**src/rtl/output_uart_tx.sv**
```systemverilog
// output_uart_tx: captures CPU output-register writes (nLo strobe) into a
// small FIFO and serializes each byte as an 8N1 UART frame on tx.
//
// Parameters:
//   CLKS_PER_BIT  clock cycles per UART bit (>= 2)
//   FIFO_DEPTH    FIFO entries (power of two, >= 2)
// Ports:
//   clk        rising-edge clock
//   rst        synchronous active-high reset
//   n_load     active-low capture strobe (nLo)
//   bus[7:0]   shared CPU bus, sampled while n_load is low
//   tx         registered serial output, idles high
//   busy       frame in flight or FIFO non-empty
//   fifo_full  FIFO count equals FIFO_DEPTH
//   overflow   sticky, set when a capture is dropped
// Build option: define UART_PARITY_EN to append an even-parity bit after
// the data bits (11 bit-times per frame instead of 10).

module output_uart_tx #(
  parameter int CLKS_PER_BIT = 16,
  parameter int FIFO_DEPTH   = 4
) (
  input  logic       clk,
  input  logic       rst,
  input  logic       n_load,
  input  logic [7:0] bus,
  output logic       tx,
  output logic       busy,
  output logic       fifo_full,
  output logic       overflow
);

  localparam int PW = $clog2(FIFO_DEPTH);
  localparam int CW = PW + 1;
  localparam int BW = $clog2(CLKS_PER_BIT);

  localparam logic [BW-1:0] BAUD_MAX =
    BW'(CLKS_PER_BIT - 1);
  localparam logic [CW-1:0] DEPTH_C =
    CW'(FIFO_DEPTH);

  typedef enum logic [2:0] {
    IDLE   = 3'd0,
    START  = 3'd1,
    DATA   = 3'd2,
    PARITY = 3'd3,
    STOP   = 3'd4
  } state_e;

  // ---------------------------------------------------------------
  // State
  // ---------------------------------------------------------------
  logic [7:0]    mem_q [FIFO_DEPTH];
  logic [7:0]    mem_d [FIFO_DEPTH];
  logic [PW-1:0] wr_ptr_q, wr_ptr_d;
  logic [PW-1:0] rd_ptr_q, rd_ptr_d;
  logic [CW-1:0] count_q, count_d;
  logic          ovf_q, ovf_d;

  state_e        state_q, state_d;
  logic [BW-1:0] baud_q, baud_d;
  logic [2:0]    bit_q, bit_d;
  logic [7:0]    data_q, data_d;
  logic          tx_q, tx_d;

  // ---------------------------------------------------------------
  // Shared combinational status
  // ---------------------------------------------------------------
  logic       push;
  logic       push_ok;
  logic       pop;
  logic       full;
  logic       empty;
  logic       baud_end;
  logic [7:0] head;

  assign push     = !n_load;
  assign full     = (count_q == DEPTH_C);
  assign empty    = (count_q == '0);
  assign baud_end = (baud_q == BAUD_MAX);
  assign head     = mem_q[rd_ptr_q];

  // A full FIFO still accepts a byte when the head
  // leaves on the same edge.
  assign push_ok  = push && (!full || pop);

  // ---------------------------------------------------------------
  // FIFO next state
  // ---------------------------------------------------------------
  always_comb begin
    mem_d    = mem_q;
    wr_ptr_d = wr_ptr_q;
    rd_ptr_d = rd_ptr_q;
    count_d  = count_q;
    ovf_d    = ovf_q;

    if (push_ok) begin
      mem_d[wr_ptr_q] = bus;
      wr_ptr_d        = wr_ptr_q + PW'(1);
    end

    if (push && !push_ok) begin
      ovf_d = 1'b1;
    end

    if (pop) begin
      rd_ptr_d = rd_ptr_q + PW'(1);
    end

    unique case ({push_ok, pop})
      2'b10:   count_d = count_q + CW'(1);
      2'b01:   count_d = count_q - CW'(1);
      default: count_d = count_q;
    endcase
  end

  // ---------------------------------------------------------------
  // Transmit FSM next state
  // tx_d always carries the level of the bit that starts on the
  // coming edge, so tx_q changes exactly at bit boundaries.
  // ---------------------------------------------------------------
  always_comb begin
    state_d = state_q;
    baud_d  = baud_q;
    bit_d   = bit_q;
    data_d  = data_q;
    tx_d    = tx_q;
    pop     = 1'b0;

    unique case (state_q)
      IDLE: begin
        tx_d = 1'b1;
        if (!empty) begin
          pop     = 1'b1;
          data_d  = head;
          state_d = START;
          baud_d  = '0;
          tx_d    = 1'b0;
        end
      end

      START: begin
        if (baud_end) begin
          state_d = DATA;
          baud_d  = '0;
          bit_d   = '0;
          tx_d    = data_q[0];
        end else begin
          baud_d = baud_q + BW'(1);
        end
      end

      DATA: begin
        if (baud_end) begin
          baud_d = '0;
          if (bit_q == 3'd7) begin
`ifdef UART_PARITY_EN
            state_d = PARITY;
            tx_d    = ^data_q;
`else
            state_d = STOP;
            tx_d    = 1'b1;
`endif
          end else begin
            bit_d = bit_q + 3'd1;
            tx_d  = data_q[bit_q + 3'd1];
          end
        end else begin
          baud_d = baud_q + BW'(1);
        end
      end

`ifdef UART_PARITY_EN
      PARITY: begin
        if (baud_end) begin
          state_d = STOP;
          baud_d  = '0;
          tx_d    = 1'b1;
        end else begin
          baud_d = baud_q + BW'(1);
        end
      end
`endif

      STOP: begin
        if (baud_end) begin
          baud_d = '0;
          // Chain straight into the next frame when
          // more bytes are waiting.
          if (!empty) begin
            pop     = 1'b1;
            data_d  = head;
            state_d = START;
            tx_d    = 1'b0;
          end else begin
            state_d = IDLE;
            tx_d    = 1'b1;
          end
        end else begin
          baud_d = baud_q + BW'(1);
        end
      end

      default: begin
        state_d = IDLE;
        baud_d  = '0;
        bit_d   = '0;
        tx_d    = 1'b1;
      end
    endcase
  end

  // ---------------------------------------------------------------
  // Registers
  // ---------------------------------------------------------------
  always_ff @(posedge clk) begin
    if (rst) begin
      mem_q    <= '{default: '0};
      wr_ptr_q <= '0;
      rd_ptr_q <= '0;
      count_q  <= '0;
      ovf_q    <= 1'b0;
      state_q  <= IDLE;
      baud_q   <= '0;
      bit_q    <= '0;
      data_q   <= '0;
      tx_q     <= 1'b1;
    end else begin
      mem_q    <= mem_d;
      wr_ptr_q <= wr_ptr_d;
      rd_ptr_q <= rd_ptr_d;
      count_q  <= count_d;
      ovf_q    <= ovf_d;
      state_q  <= state_d;
      baud_q   <= baud_d;
      bit_q    <= bit_d;
      data_q   <= data_d;
      tx_q     <= tx_d;
    end
  end

  // ---------------------------------------------------------------
  // Outputs
  // ---------------------------------------------------------------
  assign tx        = tx_q;
  assign busy      = (state_q != IDLE) || !empty;
  assign fifo_full = full;
  assign overflow  = ovf_q;

endmodule
```
**config.mk**
```make
export PLATFORM = sky130hd
export DESIGN_NAME = output_uart_tx
export DESIGN_NICKNAME = d
export VERILOG_FILES = /design/src/rtl/output_uart_tx.sv
export SDC_FILE = /design/constraint.sdc
export NUM_CORES = 1
export LEC_CHECK = 0
export ABC_AREA = 1
export CAP_MARGIN = 15
export CORE_ASPECT_RATIO = 1.5
export CORE_MARGIN = 4
export CORE_UTILIZATION = 40
export DETAILED_ROUTE_END_ITERATION = 10
export SETUP_SLACK_MARGIN = 0.05
export SLEW_MARGIN = 20
export SYNTH_ARGS = -nofsm -noshare
export SYNTH_HDL_FRONTEND = slang
export SYNTH_SLANG_ARGS = --single-unit
```
**constraint.sdc**
```tcl
create_clock -name clk -period 5.29 [get_ports clk]
set_input_delay 0.7935 -clock clk [delete_from_list [all_inputs] [get_ports clk]]
set_output_delay 0.7935 -clock clk [all_outputs]
set_load 0.005 [all_outputs]
```
==> impl_results.md <==
- Number of buffers added on ports: 14
- Power density normalized to cell area: 477.2 nW/µm²
- Number of buffers created by CTS: 9
- P_leak: around 1.7 nW
- R2R cell count: 13
- Synthesized-area fraction occupied by xor and xnor cells: less than 1%
- Layout cells sized above 1: 5.274%
- Critical path arrival: 3180 ps
- Reg2reg end: count_q[2]$_SDFFE_PP0P_
- Final setup vio count: 0
- Sequential Power Share: roughly a third
- Post-route setup slack: 2327 ps
- Setup repair bufs after CTS: 0
- Worst-path fanout max: 40
- Total design power: 1.743 mW
- Final standard cell area without fillers: ~3700 µm²
- Dominant combinational cell family by area after synthesis: simple AND/OR/NAND/NOR gates
- Height of the chip: 117.9 µm
- NumNets Final: 509
- Global placer's final weighted congestion: just over 0.8
- Post-synthesis cell area: 3218 µm²
- Async set-reset flop share out of synthesis: 0%
- Initial core utilization: 41.74%
- Synth cell count leaders: 108 x sky130_fd_sc_hd__nand2_1, 102 x sky130_fd_sc_hd__inv_1, 59 x sky130_fd_sc_hd__dfxtp_1, 43 x sky130_fd_sc_hd__nor2_1
- Adder and majority gate portion of the synthesized area: 3.733%
- Area added between synthesis and finish: 13.49%
- Number of levels the H-tree was split into: 3
- Area of the die: about 9600 µm²
- Num ports: 15
- Antenna violations before repair: 0
- Fraction of power spent switching nets: 37.21%
- Global-route usage over all layers: roughly 17%
- Total wire length: 7301 µm
- Portion of the clock cycle consumed by the worst path in the final layout: 56.01%
- Longest Clk Path Bufs: 2
- Outcome: completed
- Number of standard cells after synthesis: approximately 490
- Worst Hold Launch: data_q[3]$_SDFFE_PP0P_
- Maximum number of pins on one net before global-route repair: 50
- Post-synthesis compound-gate area fraction: 11.35%
- Max VDD drop: roughly 0.00023 V
- RSZ-0062 raised after global routing: no
- # clock sinks: just under 60
- Yosys warnings: 0
- Clock power frac: about a third
- Cell types with the largest area share after synthesis: sky130_fd_sc_hd__dfxtp_1 37%, sky130_fd_sc_hd__nand2_1 13%, sky130_fd_sc_hd__inv_1 12%
- Yosys top cell by area: sky130_fd_sc_hd__dfxtp_1
- Number of maximum-capacitance constraint violations: 0
- Diodes inserted: 0
- Switching component of the power: 0.6484 mW
- Detailed Route Iter0 Violations: 141
- Post-DR wirelength/cell: between 10 and 15 µm
- Wire length of the first global-routing pass: 12960 µm
- Average footprint of a synthesized cell: 6.635 µm²
- Gr ovfl total: 0
- Endpoint with the worst hold slack: data_q[3]$_SDFFE_PP0P_
- Most instantiated library cell after synthesis: sky130_fd_sc_hd__nand2_1
- Util after Layout: about 47%
- Part of the power in combinational logic: approximately a third
- Top FF cell, synth: sky130_fd_sc_hd__dfxtp_1
- Register area share after synthesis: 36.70%
- Critical path endpoint category: register
- Launch instance of the worst register-to-register path: baud_q[0]$_SDFFE_PP0N_
- Type of the setup path with the least slack: reg2reg
- Simple-gate share of the synthesized area: 31.92%
- Clock latency at the later pin of the worst-skew pair: 330 ps
- CP startpoint kind: register
- Total count of hold-check failures in the final report: 0
- Multi-input logic area: 1521 µm²
- Final Skew: around 6.3 ps
- Clk slew on worst S/H paths: approximately 50 ps
- Worst-margin pin slew: 736.5 ps
- Cell area after placement: 3372 µm²
- Post-route DRC: 0
- Die Wd: 81.24 µm
- Fin Setup TNS: 0 ps
- Via count of the first global-routing pass: 2793
- Pint: approximately 1.1 mW
- Number of filler cells placed in the layout: 840
- Syn Nets: 505
- Final max-slew violation count: 0
- Hold Path Cell Cnt: 2
- Core area: just under 8000 µm²
- Post-synthesis sequential element count: 59
- Count of flip-flops with a built-in enable after synthesis: 0
- CTS Root Cell: sky130_fd_sc_hd__clkbuf_16
- Ratio of routed vias to standard cells: 4.822
- Required time of the worst setup path: 5510 ps
- Count of different cell masters after synthesis: 27
- Overall via count from detail_route: between 2000 and 3000
- Share of the synthesized area in the top cell type: 36.70%
- Number of instances resized during post-cts repair: 0
- CTS Hold Buffers Added: 0
- Worst slack, placed: around 2300 ps
- Share of synthesized area spent on multiplexers: 0%
- CTS tree: yes
- Area taken by flip-flops and latches: 1181 µm²
- FF-to-FF setup slack: 2330 ps
- Fin crit period: 2963 ps
- Max_slew headroom: 50.73%
- Maximum clock frequency: 337.5 MHz
- Worst min-delay path category: reg2reg
- # rows: 39
- First-pass iteration count of the detailed router: 4
- Dpl hpwl: 5083 µm
- Antenna-violating nets left: 0
-- cell usage in the layout, fill, tap and decap left out, drive strengths merged --
master and instances:
nor3 2, clkbuf 13, o211a 1, nand3 22, fa 1, buf 2, clkinv 3, nor2 44
nand2 110, clkdlybuf4s50 14, o21ai 29, nand4 37, xor2 1, a21oi 39, ha 8, nand3b 5
dfxtp 59, inv 102, o21a 1
-- layer usage --
metal  part of all wire [%]  GRT usage (%)
met1                     43          20.69
met2                     52          29.12
met3                    2.9          4.441
met4                    1.8          6.871
met5                      0              0
-- power groups by stage --
stage	Combinational, mW	Sequential, mW	Clock (mW)
5_1_grt	0.707	0.607	0.580
3_5_place_dp	0.601	0.602	0
2_1_floorplan	0.495	0.570	0
6_report	0.602	0.593	0.548
3_3_place_gp	0.590	0.601	0
4_1_cts	0.605	0.593	0.560
-- worst max-delay path: stages (launching register included) --
cell	delay (ps)
sky130_fd_sc_hd__dfxtp_1	330
sky130_fd_sc_hd__ha_1	250
sky130_fd_sc_hd__nand3_4	160
sky130_fd_sc_hd__nand2_4	70
sky130_fd_sc_hd__nand3_4	150
sky130_fd_sc_hd__nand2_2	470
sky130_fd_sc_hd__nand2_1	280
sky130_fd_sc_hd__ha_1	170
sky130_fd_sc_hd__inv_1	70
sky130_fd_sc_hd__fa_1	390
sky130_fd_sc_hd__a21oi_1	160
sky130_fd_sc_hd__o21ai_0	120
sky130_fd_sc_hd__o21ai_0	170
sky130_fd_sc_hd__a21oi_1	50
-- state kept, by name (all words and copies together), names as in the netlist --
register,count
count_q,3
wr_ptr_q,2
rd_ptr_q,2
data_q,8
mem_q,32
overflow,1
tx,1
state_q,3
bit_q,3
baud_q,4
-- cell families after synthesis --
kind of cell             count (synthesis)
buffers and inverters                  126
AO/OA/AOI/OAI                           70
adder cells (fa/ha/maj)                  9
AND/OR/NAND/NOR                        220
flip-flops                              59
XOR/XNOR                                 1
-- how the worst max path moves through the flow --
stage,start,endpoint,depth (start not counted)
global placement,n_load,count_q[2]$_SDFFE_PP0P_,11
detailed placement,n_load,count_q[2]$_SDFFE_PP0P_,11
floorplan,baud_q[0]$_SDFFE_PP0N_,count_q[2]$_SDFFE_PP0P_,14
finish,baud_q[0]$_SDFFE_PP0N_,count_q[2]$_SDFFE_PP0P_,13
CTS,baud_q[0]$_SDFFE_PP0N_,count_q[2]$_SDFFE_PP0P_,13
global route,baud_q[0]$_SDFFE_PP0N_,count_q[2]$_SDFFE_PP0P_,13
-- cell type report --
type	instances	area share (%)
multi-input cells	300	41.66
flip-flops and latches	59	32.34
inverters	103	10.59
clock buffers	13	7.400
repair buffers	16	4.248
well taps	102	3.494
clock inverters	2	0.2741
-- metrics by stage --
| stage | hold slack (ps) | instances |
|---|---|---|
| after CTS | 454.0 | 595 |
| after detailed placement | 447.1 | 580 |
| after floorplan | 429.3 | 485 |
| after global routing | 480.9 | 595 |
| final | 452.4 | 595 |
| after global placement | 446.2 | 580 |
No activity file was read; power rests on OpenSTA's default activity.
